File: src/rtl/multi_pkg.sv
// multi_pkg: shared widths, FSM state and frame layout for the multiplier-stage frame collector.
package multi_pkg;
   localparam int PROD_W = 11;
   localparam int SUM_W = 13;
   typedef enum logic [1:0] {IDLE, GOT1, GOT3, GOT7} state_t;
   typedef struct packed {
      logic [PROD_W-1:0] p1;
      logic [PROD_W-1:0] p3;
      logic [PROD_W-1:0] p7;
      logic [PROD_W-1:0] p8;
      logic [SUM_W-1:0] sum;
   } frame_t;
endpackage

File: src/rtl/frame_fifo2.sv
// frame_fifo2: 2-entry shift-register FIFO of frames; the head is always slot 0 so outputs come straight from a register.
import multi_pkg::*;
module frame_fifo2 #(
   parameter int DEPTH = 2
) (
   input logic clk,
   input logic rst,
   input logic push,
   input logic pop,
   input frame_t din,
   output logic full,
   output logic empty,
   output frame_t head
);
   frame_t r0, r1;
   logic [1:0] count;
   logic push_ok, pop_ok;
   assign full = count == 2'(DEPTH);
   assign empty = count == 2'd0;
   assign pop_ok = pop && !empty;
   assign push_ok = push && (!full || pop_ok);
   assign head = r0;
   always_ff @(posedge clk) begin
      if (rst) begin
         r0 <= '0;
         r1 <= '0;
         count <= 2'd0;
      end else begin
         if (pop_ok && push_ok) begin
            r0 <= (count == 2'd1) ? din : r1;
            if (count == 2'd2) r1 <= din;
         end else if (pop_ok) begin
            r0 <= r1;
         end else if (push_ok) begin
            if (count == 2'd0) r0 <= din;
            else r1 <= din;
         end
         count <= count + {1'b0, push_ok} - {1'b0, pop_ok};
      end
   end
endmodule

File: src/rtl/multi_frame_collector.sv
// multi_frame_collector: assembles x1/x3/x7/x8 product sequences into buffered frames with sticky error flags.
// MULTI_CHECK_EN builds the product consistency checker driving chk_err.
import multi_pkg::*;
module multi_frame_collector #(
   parameter int DEPTH = 2
) (
   input logic clk,
   input logic rst,
   input logic input_grant,
   input logic [PROD_W-1:0] out,
   input logic clr,
   output logic m_valid,
   input logic m_ready,
   output logic [PROD_W-1:0] m_p1,
   output logic [PROD_W-1:0] m_p3,
   output logic [PROD_W-1:0] m_p7,
   output logic [PROD_W-1:0] m_p8,
   output logic [SUM_W-1:0] m_sum,
   output logic sync_err,
   output logic overflow,
   output logic chk_err
);
   state_t state, state_n;
   logic [PROD_W-1:0] p1, p3, p7;
   logic push, pop, full, empty;
   frame_t frame, head;
   always_ff @(posedge clk) begin
      if (rst) state <= IDLE;
      else state <= state_n;
   end
   always_comb begin
      state_n = input_grant ? GOT1 :
                state == GOT1 ? GOT3 :
                state == GOT3 ? GOT7 : IDLE;
   end
   always_ff @(posedge clk) begin
      if (rst) begin
         p1 <= '0;
         p3 <= '0;
         p7 <= '0;
      end else if (input_grant) p1 <= out;
      else if (state == GOT1) p3 <= out;
      else if (state == GOT3) p7 <= out;
   end
   assign push = state == GOT7 && !input_grant;
   assign pop = m_valid && m_ready;
   assign frame = '{p1: p1, p3: p3, p7: p7, p8: out,
                    sum: {2'b0, p1} + {2'b0, p3} + {2'b0, p7} + {2'b0, out}};
   frame_fifo2 #(.DEPTH(DEPTH)) u_fifo (
      .clk(clk),
      .rst(rst),
      .push(push),
      .pop(pop),
      .din(frame),
      .full(full),
      .empty(empty),
      .head(head)
   );
   assign m_valid = !empty;
   assign m_p1 = head.p1;
   assign m_p3 = head.p3;
   assign m_p7 = head.p7;
   assign m_p8 = head.p8;
   assign m_sum = head.sum;
   // set wins over clr
   always_ff @(posedge clk) begin
      if (rst) begin
         sync_err <= 1'b0;
         overflow <= 1'b0;
      end else begin
         sync_err <= (input_grant && state != IDLE) || (sync_err && !clr);
         overflow <= (push && full && !pop) || (overflow && !clr);
      end
   end
`ifdef MULTI_CHECK_EN
   logic bad;
   assign bad = p3 != p1 * 11'd3 || p7 != p1 * 11'd7 || out != p1 << 3;
   always_ff @(posedge clk) begin
      if (rst) chk_err <= 1'b0;
      else chk_err <= (push && bad) || (chk_err && !clr);
   end
`else
   assign chk_err = 1'b0;
`endif
endmodule

File: config.mk
export PLATFORM = sky130hd
export DESIGN_NAME = multi_frame_collector
export DESIGN_NICKNAME = d
export VERILOG_FILES = /design/src/rtl/multi_pkg.sv /design/src/rtl/frame_fifo2.sv /design/src/rtl/multi_frame_collector.sv
export SDC_FILE = /design/constraint.sdc
export NUM_CORES = 1
export LEC_CHECK = 0
export BUFFER_PORTS_ARGS = -buffer_cell sky130_fd_sc_hd__buf_2
export CORE_ASPECT_RATIO = 1.5
export CORE_UTILIZATION = 50
export DETAILED_ROUTE_END_ITERATION = 7
export PLACE_DENSITY_LB_ADDON = 0.15
export SYNTH_ARGS = -nofsm -noshare
export SYNTH_HDL_FRONTEND = slang
export SYNTH_HIERARCHICAL = 1
export SYNTH_SLANG_ARGS = --single-unit
File: constraint.sdc
create_clock -name clk -period 3.4 [get_ports clk]
set_input_delay 0.51 -clock clk [delete_from_list [all_inputs] [get_ports clk]]
set_output_delay 0.51 -clock clk [all_outputs]
set_load 0.02 [all_outputs]
; After elaboration in Yosys (flattened, before gate mapping)
; Cells that the tools add are included.
[totals]
regBits = 153
inputBits = 16
output_inout_bits = 61
wordCells = 74
[op_classes]
addsub = 5
eq_ne = 8
n_mux = 13
bitwise = 2
n_reduce_logical = 28
[ops]
columns = cell, count
row1 = 57-bit two-way mux, 10
row2 = 12-bit by 11-bit adder with 13-bit output, 1
row3 = 13-bit by 11-bit adder with 13-bit output, 1
row4 = 11-bit by 11-bit adder with 12-bit output, 1
row5 = 1-bit logical AND, 10
row6 = 2-bit == test (second input constant), 3
row7 = 2-bit != test (second input constant), 3
row8 = 3-bit nonzero test, 2
row9 = 1-bit logical NOT, 5
row10 = 2-bit by 1-bit == test with 1-bit output (second input constant), 2
row11 = 2-bit two-way mux, 2
row12 = 2-bit AND reduction, 2
row13 = 4-bit AND reduction, 1
row14 = 2-bit nonzero test, 2
row15 = 1-bit logical OR, 3
row16 = 3-bit AND reduction, 1
row17 = 2-bit by 1-bit adder with 2-bit output, 1
row18 = 2-bit logical NOT, 1
row19 = 1-bit NOT, 2
row20 = 2-bit OR reduction, 1
row21 = 2-bit by 1-bit subtractor with 2-bit output, 1
row22 = 1-bit two-way mux, 1

; Depth between registers and ports, before layout
[depth]
depth_word = 9
ltp_mapped = 13
mapped_depth_nobuf = 13

; Modules after synthesis
; The synthesis kept the hierarchy.
[by_module_without_submodules]
columns = module, n_inst, cells_per_inst, area_per_inst_um2, seq_area_each_um2
row1 = frame_fifo2, 1, 528, 5212.5, 2322.2
row2 = multi_frame_collector, 1, 310, 2586.2, 740.7

; Worst setup path before layout
; Ideal clock, no wire load.
[synth_path]
kind = input to register
from = in out[1]
to = reg u_fifo.r0, in the netlist u_fifo/head[9]
setup_time_ps = 60
arrival_time_ps = 3268
t_required_ps = 3340
setup_slack_ps = 72
path_stages = 13
n_path_buf = 0
path_cell_list = inv_1 > fa_1 > fa_1 > inv_1 > ha_1 > fa_1 > a21oi_2 > o21ai_2 > a2111o_1 > nand3_1 > inv_1 > a31oi_1 > o221a_1
[synth_lines]
columns = item, line_no
row1 = "start, declared", multi_frame_collector.sv:10  ; input logic [PROD_W-1:0] out,
row2 = "end signal, assigned", frame_fifo2.sv:30  ; r0 <= (count == 2'd1) ? din : r1;
row3 = "end signal, assigned", frame_fifo2.sv:33  ; r0 <= r1;
row4 = "end signal, assigned", frame_fifo2.sv:35  ; if (count == 2'd0) r0 <= din;
row5 = "end, declared", frame_fifo2.sv:15  ; frame_t r0, r1;

==> metrics.md <==
| Metric | Value |
|---|---|
| FF+latch area | 3060 um2 |
| Peak VDD IR | 0.361 mV |
| Nets@finish | 962 |
| PwrDens | 467 nW/um2 |
| Mean Syn Cell Area | 9.31 um2 |
| Vias in the first global route | 6036 |
| Worst slew pin tran | 0.917 ns |
| First-pass GRT wire length | 31700 um |
| Crit path top cell by count | inv_1 |
| Die X | 104 um |
| RD Place Congestion | 0.866 |
| Critical path class | reg2reg |
| Footprint of the multi-input gates | 4010 um2 |
| Hold Fails Final Rpt | 0 |
| CP max stage cell | fa_1 |
| Post-Syn Instances | 838 |
| Clock tree buffer depth | 2 |
| Drt total wl | 19200 um |
| DRC | 0 |
| Synth warn | 6 |
| Leakage Power | 3.68 nW |
| Sequential Power Share | 0.436 |
| Clock Sinks | 153 |
| Max incr delay on CP | 0.49 ns |
| Minimum clock period | 3.31 ns |
| Synth async-reset ratio | 0 |
| Setup tns final | 0 ns |
| Clk network pwr share | 0.432 |
| Crit share post-route | 0.973 |
| Largest net degree at the start of global routing | 100 |
| Core area | 15100 um2 |
| Final slew viol count | 0 |
| Internal power | 3.04 mW |
| ANT nets after route | 0 |
| Number of enable flip-flop cells after synthesis | 0 |
| Max Cap Viol | 0 |
| Switch share | 0.277 |
| # rows | 55 |
| Final setup fails | 0 |
| Port buffer count | 75 |
| Clock buffer count from CTS | 17 |
| Worst Path Max Fanout | 3 |
| Clk_lat worst skew | 0.43 ns |
| Initial antenna violation count | 0 |
| Most frequent cells in the layout | 153 x dfxtp_1, 126 x inv_1, 120 x nand2b_1, 74 x buf_2, 69 x mux2i_1 |
| Leading cell type in the layout, fill and taps excluded | dfxtp_1 |
| Hold Path Class | in2reg |
| Area growth syn-to-layout | 15.6% |
| Seq/Total Area, Yosys | 0.393 |
| Top-area cell type share of the netlist area | 0.393 |
| # diodes | 0 |
| Drt via density | 5.40 |
| Endpoint type of the worst setup path | register |
| Effective utilization at floorplan | 0.515 |
| Layout cells sized above 1 | 0.201 |
| Cell accounting for the most synthesized area | dfxtp_1 |
| Maximum level of the CTS H-tree | 4 |
| Clock slew at reported path FFs | 0.07 ns |
| Iter 0 DRT Violations | 306 |
| Switch Pwr | 1.17 mW |
| Die area | 16100 um2 |
| CTS tree | built |
| WL per Instance | 17.2 um |
| CP Launch Type | register |
| Gate power share | 0.133 |
| Critical Path, Cell by Cell | inv_1 > fa_1 > fa_1 > inv_1 > ha_1 > fa_2 > a21oi_4 > o21ai_2 > a2111o_1 > nand3_1 > inv_1 > a31oi_1 > o221a_1 |
| I/O Pins | 77 |
| CP arrival | 3.67 ns |
| Status | finished clean |
| Synth top area cells | dfxtp_1 39%, nand2b_1 9.7%, mux2i_1 8.9% |
| Synthesized net count | 893 |
| Remaining Overflow, GRT | 0 |
| CP required | 3.77 ns |
| Fillers | 1363 |
| Util after Layout | 0.596 |
| Total track usage | 0.250 |
| Vias post-DR | 6040 |
| Synth Cell Area | 7800 um2 |
| Distinct cells, synth | 49 |
| Pre-antenna DRT Iters | 5 |
| Root buffer cell | clkbuf_16 |
| Max frequency | 302 MHz |
| Slew headroom | 0.387 |
| Clock Skews | 0.0136 ns |
| FF+latch count, synth | 153 |
| Chip height | 155 um |
| Detailed placer's ending HPWL | 13300 um |
| Hold Buf Count CTS | 0 |
| Post-synth top flop | dfxtp_1 |
-- through the flow --
| step | hold slack [ns] | setup WS (ns) | power, mW | cell area, um2 | instances |
|---|---|---|---|---|---|
| after global placement | 0.454 | -0.190 | 2.42 | 8430 | 1087 |
| after floorplan | 0.449 | 0.0715 | 2.24 | 7800 | 838 |
| final | 0.361 | 0.0906 | 4.21 | 9020 | 1119 |
| after CTS | 0.351 | 0.0580 | 4.23 | 8990 | 1119 |
| after global routing | 0.374 | -0.00914 | 4.38 | 9020 | 1119 |
| after detailed placement | 0.464 | -0.226 | 2.42 | 8430 | 1087 |
-- synthesized netlist by cell type, drive strengths merged, types with 4 or more instances --
cell / instances
nor2: 42
xnor2: 6
buf: 29
nand2b: 121
nand2: 23
clkbuf: 32
ha: 17
a21oi: 30
fa: 22
mux2i: 69
nor2b: 13
o21ai: 4
inv: 126
o221a: 57
nand3: 7
a31oi: 58
dfxtp: 153
-- path summary, 6_finish.rpt --
kind | startpoint | end | slack (ns) | cells past startpoint
worst max-delay path | p3[1] | u_fifo/head[9] | 0.09 | 13
worst min-delay path | clr | sync_err | 0.36 | 3
worst max register to register | p3[1] | u_fifo/head[9] | 0.09 | 13
worst min register to register | u_fifo/r1[46] | u_fifo/r1[46] | 0.48 | 2
-- sequential cells by signal, summed over array words and instances, names as in the netlist --
name	cells
state	2
p7	11
u_fifo/r1	57
overflow	1
sync_err	1
p1	11
u_fifo/count	2
u_fifo/head	57
p3	11
-- power by group through the flow --
stage / clock network (mW) / logic [mW] / registers [mW]
4_1_cts: 1.84 / 0.552 / 1.84
6_report: 1.82 / 0.558 / 1.84
3_5_place_dp: 0 / 0.544 / 1.88
5_1_grt: 1.92 / 0.620 / 1.84
3_3_place_gp: 0 / 0.541 / 1.88
2_1_floorplan: 0 / 0.363 / 1.88
-- layer usage --
metal  vias up  GRT usage  wire [um]
met4         0      0.107        548
li1       2964          -          -
met1      2936      0.293       8290
met3        26     0.0398        555
met2       114      0.449       9820
met5         -          0          0
-- critical path: cells and delay by family, from the launching register on --
kind	cells	cell delay, ns
buf+inv	3	0.18
compound gates	5	0.98
simple gates	1	0.10
fa+ha+maj	4	1.63
flops	1	0.36
-- kinds of logic after synthesis --
family,Yosys count,synth area share
and+or+nand+nor,214,0.151
buffers and inverters,187,0.101
AOI/OAI and AO/OA,166,0.171
DFF,153,0.393
muxes,71,0.0919
adders and majority gates,39,0.0837
xor gates and xnor gates,7,0.00786
other,1,0.000481
-- cell type report --
cell class,instances,share of cell area
multi-input cells,498,0.445
clock buffers,19,0.0502
flip-flops and latches,153,0.340
repair buffers,111,0.0733
inverters,126,0.0524
clock inverters,13,0.0122
well taps,199,0.0276
-- repair_timing --
item | in CTS | in global routing
setup buffers | 0 | 0
endpoints found under the setup margin | 0 | 3
hold endpoints to repair | 0 | 0
resized for setup | 0 | 5
No activity file was read; power rests on OpenSTA's default activity.
